**src/rtl/score_controller.sv**
```systemverilog
// Rhythm-game score controller: per-lane hit/miss capture, round-robin service onto one
// saturating score register, and a sequential double-dabble conversion to three BCD digits.
module score_controller #(
   parameter int NUM_LANES    = 4,
   parameter int SCORE_W      = 10,
   parameter int MAX_SCORE    = 999,
   parameter int HIT_POINTS   = 1,
   parameter int MISS_PENALTY = 1
) (
   input  logic                 clk_i,
   input  logic                 rst_ni,
   input  logic                 clear_i,
   input  logic [NUM_LANES-1:0] hit_i,
   input  logic [NUM_LANES-1:0] miss_i,
   output logic [NUM_LANES-1:0] grant_o,
   output logic                 overflow_o,
   output logic [SCORE_W-1:0]   score_o,
   output logic [3:0]           bcd_hundreds_o,
   output logic [3:0]           bcd_tens_o,
   output logic [3:0]           bcd_ones_o,
   output logic                 bcd_valid_o,
   output logic                 busy_o
);

   localparam int PTR_W = (NUM_LANES > 1) ? $clog2(NUM_LANES) : 1;
   localparam int CNT_W = $clog2(SCORE_W + 1);
   localparam logic [SCORE_W:0] HIT_X = (SCORE_W+1)'(HIT_POINTS);
   localparam logic [SCORE_W:0] PEN_X = (SCORE_W+1)'(MISS_PENALTY);
   localparam logic [SCORE_W:0] MAX_X = (SCORE_W+1)'(MAX_SCORE);

   typedef enum logic [1:0] {S_IDLE, S_SHIFT, S_DONE} state_t;

   logic [NUM_LANES-1:0] slot_vld_q, slot_vld_d, slot_miss_q, slot_miss_d, drop;
   logic [PTR_W-1:0]     ptr_q, ptr_d, sel;
   logic                 found, svc;
   logic [NUM_LANES-1:0] grant_q, grant_d;
   logic                 overflow_q;
   logic [SCORE_W-1:0]   score_q, score_d;
   logic                 dirty_q, dirty_d;
   state_t               state_q, state_d;
   logic [CNT_W-1:0]     cnt_q;
   logic [SCORE_W-1:0]   snap_q;
   logic [11:0]          acc_q, acc_adj;
   logic [11:0]          bcd_q;
   logic                 bcd_valid_q;
   logic                 load_snap, do_shift, load_out;

   // First valid slot at or after the round-robin pointer.
   always_comb begin : arb
      int               idx;
      logic [PTR_W-1:0] idx_w;
      found = 1'b0;
      sel   = '0;
      idx   = 0;
      idx_w = '0;
      for (int k = 0; k < NUM_LANES; k++) begin
         idx   = (int'(ptr_q) + k) % NUM_LANES;
         idx_w = PTR_W'(idx);
         if (!found && slot_vld_q[idx_w]) begin
            found = 1'b1;
            sel   = idx_w;
         end
      end
   end

   assign svc = found & ~clear_i;

   always_comb begin
      grant_d = '0;
      if (svc) grant_d[sel] = 1'b1;
   end

   // A granted slot frees up at the same edge, so a new pulse on that lane is never lost.
   for (genvar gi = 0; gi < NUM_LANES; gi++) begin : g_lane
      logic ev;
      assign ev              = hit_i[gi] | miss_i[gi];
      assign drop[gi]        = ~clear_i & ev & slot_vld_q[gi] & ~grant_d[gi];
      assign slot_vld_d[gi]  = clear_i ? 1'b0 : (ev | (slot_vld_q[gi] & ~grant_d[gi]));
      assign slot_miss_d[gi] = (~clear_i & ev & ~drop[gi]) ? miss_i[gi] : slot_miss_q[gi];
   end

   always_comb begin
      logic [SCORE_W:0] sum, diff;
      sum     = {1'b0, score_q} + HIT_X;
      diff    = {1'b0, score_q} - PEN_X;
      score_d = score_q;
      ptr_d   = ptr_q;
      if (clear_i) begin
         score_d = '0;
         ptr_d   = '0;
      end else if (svc) begin
         ptr_d = (sel == PTR_W'(NUM_LANES - 1)) ? '0 : sel + 1'b1;
         if (slot_miss_q[sel]) score_d = diff[SCORE_W] ? '0 : diff[SCORE_W-1:0];
         else                  score_d = (sum > MAX_X) ? MAX_X[SCORE_W-1:0] : sum[SCORE_W-1:0];
      end
   end

   // A new service outranks the snapshot's clear of dirty.
   always_comb begin
      dirty_d = dirty_q;
      if (clear_i)                dirty_d = 1'b0;
      else if (svc)               dirty_d = 1'b1;
      else if (state_q == S_IDLE) dirty_d = 1'b0;
   end

   always_ff @(posedge clk_i or negedge rst_ni) begin
      if (!rst_ni) state_q <= S_IDLE;
      else         state_q <= state_d;
   end

   always_comb begin
      state_d = state_q;
      if (clear_i) state_d = S_IDLE;
      else begin
         case (state_q)
            S_IDLE:  if (dirty_q) state_d = S_SHIFT;
            S_SHIFT: if (cnt_q == CNT_W'(SCORE_W - 1)) state_d = S_DONE;
            S_DONE:  state_d = S_IDLE;
            default: state_d = S_IDLE;
         endcase
      end
   end

   always_comb begin
      load_snap = (state_q == S_IDLE) & dirty_q;
      do_shift  = (state_q == S_SHIFT);
      load_out  = (state_q == S_DONE);
      busy_o    = dirty_q | (state_q != S_IDLE);
   end

   for (genvar gi = 0; gi < 3; gi++) begin : g_dabble
      assign acc_adj[4*gi +: 4] = (acc_q[4*gi +: 4] >= 4'd5) ? acc_q[4*gi +: 4] + 4'd3
                                                             : acc_q[4*gi +: 4];
   end

   always_ff @(posedge clk_i or negedge rst_ni) begin
      if (!rst_ni) begin
         slot_vld_q  <= '0;
         slot_miss_q <= '0;
         ptr_q       <= '0;
         grant_q     <= '0;
         overflow_q  <= 1'b0;
         score_q     <= '0;
         dirty_q     <= 1'b0;
         cnt_q       <= '0;
         snap_q      <= '0;
         acc_q       <= '0;
         bcd_q       <= '0;
         bcd_valid_q <= 1'b0;
      end else begin
         slot_vld_q  <= slot_vld_d;
         slot_miss_q <= slot_miss_d;
         ptr_q       <= ptr_d;
         grant_q     <= grant_d;
         overflow_q  <= |drop;
         score_q     <= score_d;
         dirty_q     <= dirty_d;
         bcd_valid_q <= load_out & ~clear_i;
         if (clear_i) begin
            cnt_q  <= '0;
            snap_q <= '0;
            acc_q  <= '0;
            bcd_q  <= '0;
         end else if (load_snap) begin
            cnt_q  <= '0;
            snap_q <= score_q;
            acc_q  <= '0;
         end else if (do_shift) begin
            cnt_q  <= cnt_q + 1'b1;
            snap_q <= snap_q << 1;
            acc_q  <= {acc_adj[10:0], snap_q[SCORE_W-1]};
         end else if (load_out) begin
            bcd_q  <= acc_q;
         end
      end
   end

   assign grant_o        = grant_q;
   assign overflow_o     = overflow_q;
   assign score_o        = score_q;
   assign bcd_hundreds_o = bcd_q[11:8];
   assign bcd_tens_o     = bcd_q[7:4];
   assign bcd_ones_o     = bcd_q[3:0];
   assign bcd_valid_o    = bcd_valid_q;

endmodule
```
**config.mk**
```make
export PLATFORM = sky130hd
export DESIGN_NAME = score_controller
export DESIGN_NICKNAME = d
export VERILOG_FILES = /design/src/rtl/score_controller.sv
export SDC_FILE = /design/constraint.sdc
export NUM_CORES = 1
export LEC_CHECK = 0
export BUFFER_PORTS_ARGS = -buffer_cell sky130_fd_sc_hd__buf_2
export CAP_MARGIN = 30
export CELL_PAD_IN_SITES_DETAIL_PLACEMENT = 1
export CELL_PAD_IN_SITES_GLOBAL_PLACEMENT = 1
export CORE_ASPECT_RATIO = 1.4
export CORE_UTILIZATION = 30
export CTS_CLUSTER_SIZE = 30
export DETAILED_ROUTE_END_ITERATION = 7
export PLACE_DENSITY_LB_ADDON = 0.12
export SLEW_MARGIN = 20
export SYNTH_ARGS = -nofsm -noshare
export SYNTH_HDL_FRONTEND = slang
export SYNTH_SLANG_ARGS = --single-unit
```
**constraint.sdc**
```tcl
create_clock -name clk_i -period 2.7 [get_ports clk_i]
set_input_delay 0.27 -clock clk_i [delete_from_list [all_inputs] [get_ports clk_i]]
set_output_delay 0.27 -clock clk_i [all_outputs]
set_load 0.02 [all_outputs]
```
* Yosys cells after proc, flatten, opt, wreduce, memory -nomap -nowiden
Index checks and enable logic that the tools add are counted.
Operators by class: magnitude comparators 10, eq/ne operators 8, bitwise gates (word level) 41, reductions and logical operators 16, mux-type cells 56, add/sub/neg operators 10
Operators by type and width (number):
- $mux W12 | 7
- $mux W10 | 8
- $mux W4 | 6
- $and A1 B1 Y1 | 23
- $mux W2 | 10
- $mux W1 | 17
- $lt A2 B3 Y1 const B | 5
- $ge A4 B3 Y1 const B | 3
- $add A10 B1 Y11 const B | 1
- $gt A11 B10 Y1 const B | 1
- $sub A10 B1 Y11 const B | 1
- $bmux W1 S2 | 5
- $not A1 Y1 | 9
- $or A1 B1 Y1 | 9
- $add A4 B2 Y4 const B | 2
- $reduce_bool A2 Y1 | 3
- $reduce_bool A3 Y1 | 2
- $add A2 B1 Y2 const B | 2
- $add A2 B2 Y2 const B | 2
- $add A4 B1 Y4 const B | 1
- $eq A2 B2 Y1 const B | 2
- $eq A4 B4 Y1 const B | 1
- $logic_and A1 B1 Y1 | 4
- $ne A2 B2 Y1 const B | 2
- 13 further kinds | 15
Word-level totals: word-level logic and storage cells 157, input bits 11, output and inout bits 29, register bits 67

* Logic depth before layout (Yosys ltp)
Gate-level depths: netlist of the first run.
depth in word-level cells 21, depth in mapped cells 10, depth with buffers taken out 9

* Worst setup path after synthesis of the first run
No wires, ideal clock.
path kind register to register, start point register score_q[1], in the netlist score_o[1], end point register score_q[7], in the netlist score_o[7], path buffers 1, setup time 0.126 ns, clock period less this slack 2.548 ns, path slack 0.152 ns, data required time 2.574 ns, arrival 2.422 ns, stages on the path, launching flop included 10, cell sequence dfrtp_1 ha_1 clkbuf_1 nand3_1 or2_2 xnor2_1 and4_4 a211oi_4 o21ai_2 a221o_1
Between the ends: word-level cells in the longest chain between the ends 6, elaborated cells on any way between the ends 8, those cells by class 2 x add/sub; 1 x order compare; 5 x mux
RTL lines:
- start: declaration | RTL line 38 | logic [SCORE_W-1:0] score_q, score_d;
- start signal: assignment | RTL line 156 | score_q <= score_d;
- $add A10 B1 Y11 | RTL line 84 | sum = {1'b0, score_q} + HIT_X;
- $gt A11 B10 Y1 | RTL line 94 | else score_d = (sum > MAX_X) ? MAX_X[SCORE_W-1:0] : sum[SCORE_W-1:0];
- $mux W10 | RTL line 94
- $mux W10 * | RTL line 93 | if (slot_miss_q[sel]) score_d = diff[SCORE_W] ? '0 : diff[SCORE_W-1:0];
- $mux W10 * | RTL line 91 | end else if (svc) begin
- $mux W10 * | RTL line 88 | if (clear_i) begin
Every way passes the cells marked *; elsewhere a longest branch is shown, timed or not. The select of a mux whose other input is x is not followed. A chain may end at the register's enable or synchronous reset.

* Worst setup path in the final report of the first run
start point register score_q[0], in the netlist score_o[0], end point register score_q[2], in the netlist score_o[2]
Same word-level chain as after synthesis.

==> flow_summary.ini, run 1 <==
[critical_path]
worstReg2RegStart = score_o[0]
critPathLaunch = score_o[0]
endpoint_kind = register
arrival_ps = 2760
worstPathCellList = ha_1 -> nand4_1 -> nor4_1 -> or4_1 -> and4_4 -> a211oi_4 -> a221oi_1 -> a211o_1
worstPathMaxFanout = 9
cp.required_ps = 2920
slowest_delay_ps = 510
start_kind = register
cpMaxStageDelayCell = or4_1
crit_type = register to register

[sta]
slew-limit-headroom = 0.388
setup_violations = 0
period_share = 0.939
worstMarginPinSlew_ps = 917
period_minus_slack_ps = 2540
rsz0062_at_grt = true
finClkSkew_ps = 7.18
fmax_ghz = 0.394
report.final.slew_viol_count = 0
hold_viol_final = 0
holdWs_ps = 186
fin_ws_ps = 163

[yosys]
synth_edf_count = 0
netlist_instances = 453
synth-async-reset-ratio = 1.00
ys.flop_type = dfrtp_1
synth-seq-cells = 67
yosysMostFrequentCell = nand2_1
syn-cell-area_mm2 = 0.00387
yosysWarnings = 0
synth.net_count = 479
synth_area_leaders = dfrtp_1 (43%), nand2_1 (7.8%), ha_1 (4.8%), nor2_1 (4.7%), a21oi_1 (4.5%)
yosys.area.top_type = dfrtp_1
yosys.cell_types.count = 55
synth_area_per_cell_um2 = 8.55
yosysSeqAreaShare = 0.433
synth.top_cell.area_share = 0.433
yosys-top-cells-count = nand2_1 (80), dfrtp_1 (67), nor2_1 (48)

[floorplan]
die_h_um = 136
die_width_um = 98.0
core-area_mm2 = 0.0124
die_area_mm2 = 0.0134
initial_core_util = 0.311
num_rows = 48
ios = 40

[grt]
grt_max_degree = 68
grt_pass1_wl_um = 18600
overflow = 0
antenna_found_initial = 0
track_usage = 0.179
grt_pass1_vias = 3625

[finish]
final_cells = 644
nets = 516
syn_to_final_growth_pct = 17.8
fin_util = 0.367
drive_gt1_frac = 0.172
diodes = 0

[outcome]
violations = design-rule violations
status = finished, violations left

[placed_design]
dp.cells = 628
dp_hpwl_um = 7850
gp_congestion = 0.869
port_buffers = 39
dp_slack_ps = 161

[clocking]
post_cts_buffers = 0
h-tree-depth = 3
path_clk_slew_ps = 60
cts_tree = built
cts_num_sinks = 67
ctsRootBufferMaster = clkbuf_16
clk_latency_ps = 340
cts_max_path_buffers = 2
numCtsBuffers = 9
cts_resized = 0

[routing]
routed_wl_um = 10900
wire_per_inst_um = 17.0
ant_nets = 0
drtIter0Drc = 115
drt-vias-per-instance = 5.27
vias = 3396
drtPass1Iterations = 8
drc = 3

[power_and_ir_drop]
cellPowerDensity_mw_per_mm2 = 834
peakVddDrop_mv = 0.282
leakagePower_nw = 2.03

[job]
maxCapViolCount = 0

[hold_path]
min-delay-start = miss_i[2]
min_path_type = primary input to register
==> through the flow <==
| step | cell area, um^2 | total power [W] | TNS, ps |
|---|---|---|---|
| 6_report | 4560 | 0.00380 | 0 |
| 3_5_place_dp | 4240 | 0.00254 | 0 |
| 3_3_place_gp | 4240 | 0.00253 | 0 |
| 5_1_grt | 4560 | 0.00401 | -21.4 |
| 2_1_floorplan | 3870 | 0.00214 | 0 |
| 4_1_cts | 4560 | 0.00384 | 0 |
==> layer usage <==
layer  wire length, um  track usage  up-vias
li1                  -            -     1647
met1              4630        0.203     1679
met2              5700        0.320       45
met3               223       0.0237       25
met4               365        0.108        0
met5                 0            0        -
==> cell usage in the layout, fill, tap and decap left out, types with 6 or more instances in the layout <==
cell	instances
nand2b_1	9
and2_1	6
nor2b_1	7
a311oi_1	9
xor2_1	8
buf_4	13
a21oi_1	35
nand3_1	14
ha_1	15
o21ai_0	30
nand2_1	80
clkbuf_16	9
buf_2	39
nor2_1	48
nor3_1	14
dfrtp_1	67
inv_1	14
xnor2_1	7
==> cell families (layout without fill, tap and decap cells) <==
family,Yosys count,count (layout),share of synthesized area
flops,67,67,0.433
compound gates,104,104,0.174
buf+inv,43,84,0.0498
simple gates,206,206,0.253
mux,3,3,0.00808
fa+ha+maj,15,15,0.0485
xor+xnor,15,15,0.0339
==> cell type report <==
type / count / area [um^2]
clock buffer: 10 / 239
clock inverter: 5 / 77.6
fill: 1476 / 7870
inverter: 15 / 56.3
multi-input combinational: 343 / 2000
sequential: 67 / 1680
tap: 150 / 188
timing repair buffer: 54 / 323
==> critical path, delay by kind of cell (launching register included) <==
family          cells  cell delay (ps)
compound gates      3              690
flops               1              460
fa+ha+maj           1              340
simple gates        4              930
==> where the power goes <==
part | internal (W) | leakage, nW | total [W] | switching [W]
Combinational | 0.000481 | 0.982 | 0.00124 | 0.000759
Sequential | 0.00111 | 0.894 | 0.00128 | 0.000166
Clock | 0.000825 | 0.154 | 0.00128 | 0.000458
Total | 0.00242 | 2.03 | 0.00380 | 0.00138
==> sequential cells by signal (all words and copies together), names as in the netlist, 4 cells and up <==
| signal | flops |
|---|---|
| slot_vld_q | 4 |
| cnt_q | 4 |
| bcd_q | 12 |
| acc_q | 12 |
| score_o | 10 |
| grant_o | 4 |
| snap_q | 10 |
| slot_miss_q | 4 |
==> timing repair <==
| item | in CTS | in global routing |
|---|---|---|
| endpoints found under the setup margin | 0 | 3 |
| hold endpoints to repair | 67 | 0 |
| hold buffers | 1 | 0 |
==> worst paths after layout <==
check	end	slack [ps]	depth (start not counted)
setup / recovery	score_o[2]	160	8
hold / removal	slot_miss_q[2]	190	2
setup reg to reg	score_o[2]	160	8
hold reg to reg	slot_miss_q[1]	520	1
max in group asynchronous	acc_q[3]	1920	3
min in group asynchronous	slot_miss_q[2]	490	3
Power figures use the tool's default switching activity.
==> run 2: changes to the inputs <==
--- a/config.mk
+++ b/config.mk
@@ -8,8 +8,9 @@
 export BUFFER_PORTS_ARGS = -buffer_cell sky130_fd_sc_hd__buf_2
 export CAP_MARGIN = 30
 export CELL_PAD_IN_SITES_DETAIL_PLACEMENT = 1
-export CELL_PAD_IN_SITES_GLOBAL_PLACEMENT = 1
+export CELL_PAD_IN_SITES_GLOBAL_PLACEMENT = 2
 export CORE_ASPECT_RATIO = 1.4
+export CORE_MARGIN = 5
 export CORE_UTILIZATION = 30
 export CTS_CLUSTER_SIZE = 30
 export DETAILED_ROUTE_END_ITERATION = 7
==> run 2 against run 1 <==
The flow finishes with violations (negative hold slack). Clock power fell by 5%. Die area increased by 15%. Global-route usage shrank 2.0 points. Power decreased by 1.3%. Critical path depth is the same. Setup slack lost 23 ps. Final area up 0.66%. Non-clock buffer count is 5 higher. Utilization decreased by 0.69 points. Clock-buffer cell count rose by 2.
==> flow_summary.ini, run 2 (synthesized netlist as in run 1, its figures left out) <==
[critical_path]
critPathCapture = score_o[7]
arrival_ps = 2770
reg2reg_slack_ps = 140
r2r.worst_path.cells = 8
start_kind = register
crit_type = register to register
worstPathMaxFanout = 9
critPathLaunch = score_o[0]
timing.rr.end = score_o[7]
endpoint_kind = register
worstReg2RegStart = score_o[0]
cp.required_ps = 2910

[clocking]
cts_max_path_buffers = 2
h-tree-depth = 3
cts_num_sinks = 67
numCtsBuffers = 9
clk_latency_ps = 330
cts_tree = built
path_clk_slew_ps = 60
holdBufCountCts = 0
ctsRootBufferMaster = clkbuf_16

[outcome]
status = finished, violations left
violations = negative hold slack

[routing]
ant_nets = 0
routed_wl_um = 11500
drtPass1Iterations = 4
vias = 3411
wire_per_inst_um = 17.7
drt-vias-per-instance = 5.22
drc = 0
drtIter0Drc = 82

[power_and_ir_drop]
cellPowerDensity_mw_per_mm2 = 818
fin_total_pwr_w = 0.00376
leakagePower_nw = 2.05
peakVddDrop_mv = 0.322

[hold_path]
min_path_type = primary input to async pin

[finish]
syn_to_final_growth_pct = 18.6
diodes = 0
final_common_cell = nand2_1
top_regs = acc_q: 12 flops, bcd_q: 12 flops
layout_common_cells = nand2_1 (80), dfrtp_1 (67), nor2_1 (48)
drive_gt1_frac = 0.184
final_cells = 653
nets = 521
fillCellCount = 1533

[floorplan]
die_area_mm2 = 0.0153
ios = 40
initial_core_util = 0.304
core-area_mm2 = 0.0128
die_h_um = 144
die_width_um = 106
num_rows = 49

[sta]
hold_viol_final = 1
period_share = 0.948
rsz0062_at_grt = true
worstMarginPinSlew_ps = 747
slew-limit-headroom = 0.502
setup_violations = 0
holdWs_ps = -2.01
finClkSkew_ps = 5.60
report.final.slew_viol_count = 0
period_minus_slack_ps = 2560
fmax_ghz = 0.391

[placed_design]
dp.cells = 636
dp_hpwl_um = 8410
port_buffers = 39
gp_congestion = 0.858

[grt]
grt_pass1_vias = 3697
grt_pass1_wl_um = 19300
overflow = 0
antenna_found_initial = 0
track_usage = 0.159
grt_max_degree = 40

[job]
maxCapViolCount = 0
==> run 2: changes by cell type in the layout (fill, tap and decap cells not counted), sizes merged <==
cell / change
clkbuf: +2
buf: +6
dlygate4sd3: -1
clkinvlp: -1
bufinv: -1
clkinv: +1
==> run 2: final cells by class <==
class                   count  area (um^2)  area share
clock buffers              12          256      0.0558
clock inverters             4         48.8      0.0106
inverters                  15         56.3      0.0123
multi-input cells         343         2010       0.437
flip-flops and latches     67         1680       0.365
well taps                 153          191      0.0417
repair buffers             59          358      0.0779
==> run 2: what timing repair did <==
item                                    4_1_cts  5_1_grt
endpoints found under the setup margin        0        3
gates resized for setup                       0        1
setup buffers                                 0        1
==> run 2: report_power, final <==
group	total [W]	switching, W	internal [W]
clock network	0.00121	0.000445	0.000764
logic	0.00128	0.000783	0.000501
registers	0.00126	0.000147	0.00112
==> run 2: per-stage QoR <==
stage | setup slack [ps] | util | cell area, um^2 | setup TNS [ps] | hold WS, ps
after floorplan | 152 | - | 3870 | 0 | -25.6
after global placement | 154 | 0.335 | 4280 | 0 | 378
after detailed placement | 94.8 | 0.335 | 4280 | 0 | 390
after CTS | 88.8 | 0.359 | 4580 | 0 | 34.1
after global routing | -16.6 | 0.360 | 4590 | -33.3 | 64.8
final | 141 | 0.360 | 4590 | 0 | -2.01
==> run 2: worst min-delay path by stage <==
| stage | depth (start not counted) | to | slack [ps] |
|---|---|---|---|
| final | 1 | score_o[2] | -2 |
| after detailed placement | 1 | score_o[2] | 390 |
| after global routing | 1 | score_o[2] | 60 |
| after floorplan | 0 | acc_q[0] | -30 |
| after CTS | 1 | score_o[2] | 30 |
| after global placement | 1 | score_o[2] | 380 |
==> run 2: critical path, stage by stage (launching register included) <==
cell      delay [ps]
dfrtp_1          470
ha_2             280
nand4_1          120
nor4_1            60
or4_1            520
and4_4           220
a211oi_4         360
o21ai_2           90
a221o_1          320
==> run 2: routing by layer <==
layer	track usage	part of all wire	vias up
li1	-	-	1657
met1	0.183	0.43	1698
met2	0.294	0.53	42
met3	0.0264	0.025	14
met4	0.0614	0.020	0
met5	0	0	-
==> run 3: changes to the inputs <==
--- a/config.mk
+++ b/config.mk
@@ -15,6 +15,7 @@
 export CTS_CLUSTER_SIZE = 30
 export DETAILED_ROUTE_END_ITERATION = 7
 export PLACE_DENSITY_LB_ADDON = 0.12
+export SETUP_SLACK_MARGIN = 0.05
 export SLEW_MARGIN = 20
 export SYNTH_ARGS = -nofsm -noshare
 export SYNTH_HDL_FRONTEND = slang
==> constraint.sdc (replaced) <==
create_clock -name clk_i -period 3 [get_ports clk_i]
set_input_delay 0.45 -clock clk_i [delete_from_list [all_inputs] [get_ports clk_i]]
set_output_delay 0.45 -clock clk_i [all_outputs]
set_load 0.02 [all_outputs]
==> run 3 against run 2 <==
The flow now finishes without violations. Power decreased by 12%. Flip-flop and latch count is the same. Die area unchanged.
==> flow_summary.ini, run 3 (synthesized netlist as in run 1, its figures left out) <==
[grt]
grt_max_degree = 68
antenna_found_initial = 0
grt_pass1_wl_um = 18600
met1_usage = 0.180
use_met3 = 0.0331
grt_util_met2 = 0.276
grt_pass1_vias = 3578
overflow = 0
track_usage = 0.153
grt-busiest-layer = met2

[placed_design]
gp_congestion = 0.787
dp_slack_ps = 387
port_buffers = 39
dp.cells = 629
dp_hpwl_um = 7900

[critical_path]
worstPathMaxFanout = 10
worstReg2RegStart = score_o[1]
slowest_delay_ps = 520
start_kind = register
arrival_ps = 2820
r2r.worst_path.cells = 8
endpoint_kind = register
crit_type = register to register
cpMaxStageDelayCell = dfrtp_1
worstPathCellList = ha_1 -> nand3_1 -> or2_2 -> xnor2_1 -> and4_4 -> a211oi_4 -> o21ai_2 -> a221o_1
reg2reg_slack_ps = 390
timing.rr.end = score_o[7]
cp.required_ps = 3220

[sta]
setup_violations = 0
slew-limit-headroom = 0.574
holdWs_ps = 127
hold_viol_final = 0
fmax_ghz = 0.384
fin_ws_ps = 394
period_minus_slack_ps = 2610
report.final.slew_viol_count = 0
finClkSkew_ps = 6.14
worstMarginPinSlew_ps = 639
rsz0062_at_grt = false
period_share = 0.869
finalSetupTns_ps = 0

[power_and_ir_drop]
seqPwrFrac = 0.354
peakVddDrop_mv = 0.281
p_sw_w = 0.00123
cellPowerDensity_mw_per_mm2 = 732
swShare = 0.369
p_int_w = 0.00210
comb_power_share = 0.316
clkPwrFrac = 0.329
leakagePower_nw = 2.02

[floorplan]
core-area_mm2 = 0.0128
ios = 40
initial_core_util = 0.304
die_h_um = 144
die_width_um = 106
num_rows = 49
die_area_mm2 = 0.0153

[clocking]
cts_tree = built
cts_num_sinks = 67
clk_latency_ps = 330
numCtsBuffers = 9
ctsRootBufferMaster = clkbuf_16
cts_max_path_buffers = 2
h-tree-depth = 3
cts_resized = 0
post_cts_buffers = 0
path_clk_slew_ps = 60
holdBufCountCts = 0

[hold_path]
min_path_type = primary input to async pin

[finish]
final_cells = 646
nets = 514
top_regs = acc_q: 12 flops, bcd_q: 12 flops
final_common_cell = nand2_1
layout_common_cells = nand2_1 (80), dfrtp_1 (67), nor2_1 (48)
drive_gt1_frac = 0.170
fin_util = 0.356
diodes = 0
syn_to_final_growth_pct = 17.2
fillCellCount = 1523

[routing]
vias = 3365
ant_nets = 0
wire_per_inst_um = 17.1
drt-vias-per-instance = 5.21
drtIter0Drc = 74
drtPass1Iterations = 4
routed_wl_um = 11100
drc = 0

[outcome]
status = completed

[job]
maxCapViolCount = 0
==> run 3: metal layers <==
layer	vias up	part of all wire
met5	-	0
met4	0	0.022
met3	18	0.026
met2	39	0.52
met1	1666	0.43
li1	1642	-
==> run 3: layout make-up <==
class	count	area, um^2	share of cell area
Inverter	15	56.3	0.0124
Tap cell	153	191	0.0422
Clock inverter	4	48.8	0.0108
Timing Repair Buffer	52	305	0.0673
Multi-Input combinational cell	343	2000	0.441
Sequential cell	67	1680	0.369
Clock buffer	12	256	0.0565
==> run 3: worst max-delay path, delay by kind of cell (launching register included) <==
family / cells / cell delay [ps]
simple gates: 3 / 750
xor+xnor: 1 / 130
fa+ha+maj: 1 / 390
compound gates: 3 / 700
flops: 1 / 520
==> run 3: worst max-delay path by stage <==
| stage | start | to | slack [ps] | cells after the start |
|---|---|---|---|---|
| detailed placement | score_o[1] | score_o[7] | 390 | 8 |
| CTS | score_o[1] | score_o[7] | 390 | 8 |
| global route | score_o[1] | score_o[7] | 230 | 8 |
| global placement | score_o[1] | score_o[7] | 470 | 8 |
| finish | score_o[1] | score_o[7] | 390 | 8 |
| floorplan | score_o[1] | score_o[7] | 450 | 9 |
==> run 3: through the flow <==
stage               total power (W)  instance area, um^2
floorplan                   0.00193                 3870
global placement            0.00225                 4230
detailed placement          0.00227                 4230
CTS                         0.00338                 4530
global route                0.00356                 4540
finish                      0.00332                 4540
==> run 3: power groups by stage <==
stage                     Clock [W]  Combinational, W  Sequential [W]
final                       0.00109           0.00105         0.00118
after global routing        0.00118           0.00118         0.00120
after CTS                   0.00113           0.00108         0.00118
after detailed placement          0           0.00107         0.00119
after global placement            0           0.00106         0.00119
after floorplan                   0          0.000759         0.00117
